==> src/rtl/pipe_run_ctrl.sv <==
// Run control and hazard unit for the five-stage pipeline.
// Provides start/stop sequencing with a bounded drain, stall and flush
// decode, EX-stage forwarding selects, and saturating cycle/stall counters.
module pipe_run_ctrl #(
  parameter int REG_WIDTH    = 4,
  parameter int DRAIN_CYCLES = 4,
  parameter int CNT_WIDTH    = 16
) (
  input  logic                 clk,
  input  logic                 rst,
  input  logic                 start,
  input  logic                 stop_req,
  output logic                 stop,
  input  logic [REG_WIDTH-1:0] rsD,
  input  logic [REG_WIDTH-1:0] rtD,
  input  logic                 rs_usedD,
  input  logic                 rt_usedD,
  input  logic                 jumpD,
  input  logic [REG_WIDTH-1:0] rsE,
  input  logic [REG_WIDTH-1:0] rtE,
  input  logic [REG_WIDTH-1:0] WriteRegE,
  input  logic                 MemReadE,
  input  logic [REG_WIDTH-1:0] WriteRegM,
  input  logic [REG_WIDTH-1:0] WriteRegW,
  input  logic                 RegWriteM,
  input  logic                 RegWriteW,
  input  logic                 branch_takenM,
  input  logic                 dm_req,
  input  logic                 dm_ready,
  output logic                 pcstall,
  output logic                 IF_IDstall,
  output logic                 ID_EXstall,
  output logic                 EX_MEMstall,
  output logic                 MEM_WBstall,
  output logic                 flushIF_ID,
  output logic                 flushID_EX,
  output logic                 flushEX_MEM,
  output logic [1:0]           alu_src1,
  output logic [1:0]           alu_src2,
  output logic [1:0]           state,
  output logic [CNT_WIDTH-1:0] cycle_cnt,
  output logic [CNT_WIDTH-1:0] stall_cnt
);

  typedef enum logic [1:0] {IDLE = 2'b00, RUN = 2'b01, DRAIN = 2'b10, HALT = 2'b11} state_t;

  state_t     st, st_nxt;
  logic [3:0] drain_cnt, drain_nxt;
  logic       stop_nxt;
  logic       cnt_clr;
  logic       active;
  logic       mem_wait;
  logic       load_use;

  assign state    = st;
  assign active   = (st == RUN) || (st == DRAIN);
  assign mem_wait = dm_req & ~dm_ready;
  assign load_use = MemReadE & ((rs_usedD & (rsD == WriteRegE)) |
                                (rt_usedD & (rtD == WriteRegE)));

  // Stall/flush decode, priority: mem wait, taken branch, load-use, jump
  always_comb begin
    pcstall     = 1'b0;
    IF_IDstall  = 1'b0;
    ID_EXstall  = 1'b0;
    EX_MEMstall = 1'b0;
    MEM_WBstall = 1'b0;
    flushIF_ID  = 1'b0;
    flushID_EX  = 1'b0;
    flushEX_MEM = 1'b0;
    if (!active) begin
      {pcstall, IF_IDstall, ID_EXstall, EX_MEMstall, MEM_WBstall} = 5'b11111;
    end else if (mem_wait) begin
      {pcstall, IF_IDstall, ID_EXstall, EX_MEMstall, MEM_WBstall} = 5'b11111;
    end else begin
      if (branch_takenM) begin
        {flushIF_ID, flushID_EX, flushEX_MEM} = 3'b111;
      end else if (load_use) begin
        pcstall    = 1'b1;
        IF_IDstall = 1'b1;
        flushID_EX = 1'b1;
      end else if (jumpD) begin
        flushIF_ID = 1'b1;
      end
      // While draining, fetch is frozen and IF/ID is fed bubbles, except
      // when a load-use hold must keep the instruction sitting in ID.
      if (st == DRAIN) begin
        pcstall = 1'b1;
        if (branch_takenM || !load_use) flushIF_ID = 1'b1;
      end
    end
  end

  // Forwarding select for EX operands; MEM result beats WB result
  always_comb begin
    alu_src1 = 2'b00;
    alu_src2 = 2'b00;
    if (RegWriteM && (WriteRegM == rsE))      alu_src1 = 2'b01;
    else if (RegWriteW && (WriteRegW == rsE)) alu_src1 = 2'b10;
    if (RegWriteM && (WriteRegM == rtE))      alu_src2 = 2'b01;
    else if (RegWriteW && (WriteRegW == rtE)) alu_src2 = 2'b10;
  end

  // Run-state sequencing and drain countdown
  always_comb begin
    st_nxt    = st;
    drain_nxt = drain_cnt;
    stop_nxt  = stop;
    cnt_clr   = 1'b0;
    case (st)
      IDLE, HALT: begin
        if (start) begin
          st_nxt   = RUN;
          stop_nxt = 1'b0;
          cnt_clr  = 1'b1;
        end
      end
      RUN: begin
        // A stop decoded under a taken branch is on the wrong path
        if (stop_req && !mem_wait && !branch_takenM) begin
          st_nxt    = DRAIN;
          drain_nxt = 4'(DRAIN_CYCLES);
        end
      end
      default: begin
        if (!mem_wait) begin
          if (drain_cnt == 4'd1) begin
            st_nxt    = HALT;
            stop_nxt  = 1'b1;
            drain_nxt = 4'd0;
          end else begin
            drain_nxt = drain_cnt - 4'd1;
          end
        end
      end
    endcase
  end

  // State, stop flag and drain counter registers
  always_ff @(posedge clk or negedge rst) begin
    if (!rst) begin
      st        <= IDLE;
      stop      <= 1'b0;
      drain_cnt <= 4'd0;
    end else begin
      st        <= st_nxt;
      stop      <= stop_nxt;
      drain_cnt <= drain_nxt;
    end
  end

  // Saturating performance counters, cleared on each start
  always_ff @(posedge clk or negedge rst) begin
    if (!rst) begin
      cycle_cnt <= '0;
      stall_cnt <= '0;
    end else if (cnt_clr) begin
      cycle_cnt <= '0;
      stall_cnt <= '0;
    end else if (active) begin
      if (cycle_cnt != '1) cycle_cnt <= cycle_cnt + CNT_WIDTH'(1);
      if ((mem_wait || load_use) && (stall_cnt != '1))
        stall_cnt <= stall_cnt + CNT_WIDTH'(1);
    end
  end

endmodule

==> config.mk <==
export PLATFORM = sky130hd
export DESIGN_NAME = pipe_run_ctrl
export DESIGN_NICKNAME = d
export VERILOG_FILES = /design/src/rtl/pipe_run_ctrl.sv
export SDC_FILE = /design/constraint.sdc
export NUM_CORES = 1
export LEC_CHECK = 0
export ABC_AREA = 1
export CAP_MARGIN = 0
export CORE_MARGIN = 5
export CORE_UTILIZATION = 30
export CTS_CLUSTER_DIAMETER = 150
export DETAILED_ROUTE_END_ITERATION = 7
export PLACE_DENSITY = 0.51
export SLEW_MARGIN = 25
export SYNTH_ARGS = -nofsm -noshare
export SYNTH_HDL_FRONTEND = slang
export SYNTH_SLANG_ARGS = --single-unit
==> constraint.sdc <==
create_clock -name clk -period 2.2 [get_ports clk]
set_input_delay 0.55 -clock clk [delete_from_list [all_inputs] [get_ports clk]]
set_output_delay 0.55 -clock clk [all_outputs]
set_load 0.1 [all_outputs]
==> summary.md <==
| Metric | Value |
|---|---|
| Non-filler instance count after layout | 661 |
| Area occupied by multi-input gates | roughly 0.0017 sq mm |
| Status | finished with violations |
| M1 wire length | between 4000 and 5000 um |
| Main synth FF type | dfrtp_1 |
| Post-synth top area share | between 30% and 40% |
| Crit Path Max Fanout | 3 |
| Clk slew on worst S/H paths | 90 ps |
| Layout cells sized above 1 | between 30% and 40% |
| Max Cap Violations | 0 |
| Yosys top cell by area | dfrtp_1 |
| Class of the most critical setup path | reg -> out |
| Synthesized area | 0.00288 sq mm |
| DR top layer | met4 |
| Cts bufs inserted | 5 |
| CORE AREA | 0.00928 sq mm |
| Drt pass-1 iters | 4 |
| Initial Utilization | a little under a third |
| Final hold violation count | 0 |
| Setup crit start | state[1] |
| Relative slew slack | 67.8% |
| Commonest cells in the netlist | 100 x nand2_1, 69 x inv_1, 39 x dfrtp_1 |
| Failing checks | setup timing |
| Unrepaired setup endpoints after global routing | true |
| WL per Instance | between 10 and 15 um |
| Syn avg cell area | between 7 and 8 sq um |
| Final wirelength | approximately 8500 um |
| Vias in the first global route | 2,866 |
| Final max-slew violation count | 0 |
| Root buffer cell | clkbuf_8 |
| Ys async rst share | between 90% and 100% |
| Largest net degree at the start of global routing | 21 |
| Syn. warnings | 0 |
| PortBufs | 87 |
| Filler cells | between 900 and 1,000 |
| GRT overflow | 0 |
| Endpoints failing setup | 7 |
| CTS tree | yes |
| Detailed placement HPWL | about 6500 um |
| Worst reg2reg path depth | 9 |
| Die area | ~0.012 sq mm |
| GPL Wtd Cong | just over 0.8 |
| Largest cells by area after synthesis | dfrtp_1 34%, nand2_1 13%, inv_1 9.0%, nand3_1 6.3%, xor2_1 6.1% |
| H-Tree Depth | 2 |
| Final period utilization | 108% |
| FP Rows | 35 |
| Initial antenna violation count | 0 |
| Slowest stage delay, CP | 490 ps |
| First-pass GRT wire length | approximately 14,000 um |
| Ant. Diodes | 0 |
| Pwr Density | 1150 mW/mm^2 |
| Post-placement cell count | roughly 640 |
| GRT Total Usage | 14.9% |
| Worst vdd ir | slightly above 0.9 mV |
| Max Fclk | 0.422 GHz |
| EDFF count, synth | 0 |
| Critical-path top delay cell | dfrtp_4 |
| Hold Slack | between 150 and 200 ps |
| Unique masters post-synth | 36 |
| Critical path data required time | about 1700 ps |
| Clk buf depth | 2 |
| Hold Path Class | in -> async |
| Met2 WL | ~3800 um |
| Lkg Pwr | 0.00222 uW |
| CP arrival | 1820 ps |
| Syn Inst Count | 408 |
| Initial DRC count | 121 |
| DRT antenna net count | 0 |
| Worst Tran Pin Value | between 400 and 500 ps |
| Routed wl met3 | 479 um |
| Clock latency on the worst-skew pair | 300 ps |
| Syn nets | between 400 and 500 |
| Startpoint types | flop |
| Synthesis-to-layout area growth | 52.5% |
| Die Wd | between 100 and 150 um |
| Top-count cell post-synth | nand2_1 |
| Via count of the routed design | 2,968 |
| Post-synthesis register bit count | 39 |
| Final nets | just under 600 |
| Critical-path cell list | ha_4, nor2_4, buf_4, o21ai_4, buf_4, a21oi_4, buf_12 |
| Clock skew | roughly 12 ps |
| Sequential area share after synthesis | 33.9% |
| Most used cell, CP | buf_4 |
| Residual DRC | 0 |
| FF-to-FF Start | state[1] |
| Critical Path End Type | primary output |
| Final worst slack | -168 ps |
| Die Ht | around 110 um |
| Fin crit period | around 2400 ps |
| Clock sink total | 39 |
| Reg area | approximately 1000 sq um |
| I/O Pins | 88 |
| Vias per cell | ~4.5 |
-- layout make-up --
cell class                 instances  area share, %
tap                              129           3.68
sequential                        39           22.8
timing repair buffer             125           26.3
clock buffer                       6           1.66
multi-input combinational        288           39.0
inverter                          72           6.34
clock inverter                     2          0.314
-- sequential cells by signal, indices dropped and copies added, names as in the netlist --
| name | count |
|---|---|
| cycle_cnt | 16 |
| drain_cnt | 4 |
| stall_cnt | 16 |
| state | 2 |
| stop | 1 |
-- per-stage QoR --
stage	setup TNS (ps)	setup slack [ps]	utilization [%]	instance area (sq um)	total power, uW
detailed placement	-5230	-426	44.9	4170	4380
floorplan	-8250	-2190	-	2940	3240
global placement	-4830	-418	44.9	4170	4370
finish	-978	-168	47.2	4380	5050
global route	-1610	-257	47.2	4380	5360
CTS	-1200	-193	46.8	4350	5060
-- power breakdown --
part	leakage, uW	internal [uW]	total, uW	switching, uW
clock	0.0000452	224	507	282
combinational	0.00167	1210	3590	2380
sequential	0.000505	857	952	94.7
-- kinds of logic after synthesis --
logic type      Yosys count  share of synthesized area, %
compound gates           47                          9.44
flops                    39                          33.9
buf+inv                  81                          11.8
simple gates            208                          33.9
fa+ha+maj                 7                          3.05
xor+xnor                 26                          7.92
-- final timing paths --
path	end	slack, ps
max reg2reg	drain_cnt[3]	280
max	flushIF_ID	-170
min reg2reg	cycle_cnt[1]	540
max in group asynchronous	stall_cnt[8]	1440
min	cycle_cnt[1]	200
min in group clk	cycle_cnt[1]	540
-- layout by cell type (no fill, tap or decap), drive strengths merged, types with 11 or more instances in the layout --
| cell | netlist | routed |
|---|---|---|
| nand2 | 102 | 102 |
| a21oi | 12 | 12 |
| xor2 | 20 | 20 |
| nand4 | 11 | 11 |
| nand3 | 40 | 40 |
| o21ai | 18 | 18 |
| buf | 7 | 96 |
| nor2 | 39 | 39 |
| nor3 | 12 | 12 |
| clkbuf | 2 | 12 |
| inv | 71 | 70 |
| dfrtp | 39 | 39 |
-- per-layer routing --
layer / GRT usage, % / up-vias
met5: 0 / -
met3: 3.30 / 4
met4: 2.43 / 0
li1: - / 1550
met1: 21.6 / 1342
met2: 23.0 / 72
-- critical path, delay by kind of cell (launching register included) --
kind | cells | cell delay, ps
AO/OA/AOI/OAI | 2 | 180
adder cells (fa/ha/maj) | 1 | 250
buffers and inverters | 3 | 470
flip-flops | 1 | 490
AND/OR/NAND/NOR | 1 | 120
-- timing repair --
action | CTS | global route
setup buffers | 9 | 4
hold buffers | 0 | 0
endpoints found under the setup margin | 12 | 12
gates resized for setup | 91 | 33
pin swaps | 29 | 20
(Power assumes the default switching activity.)
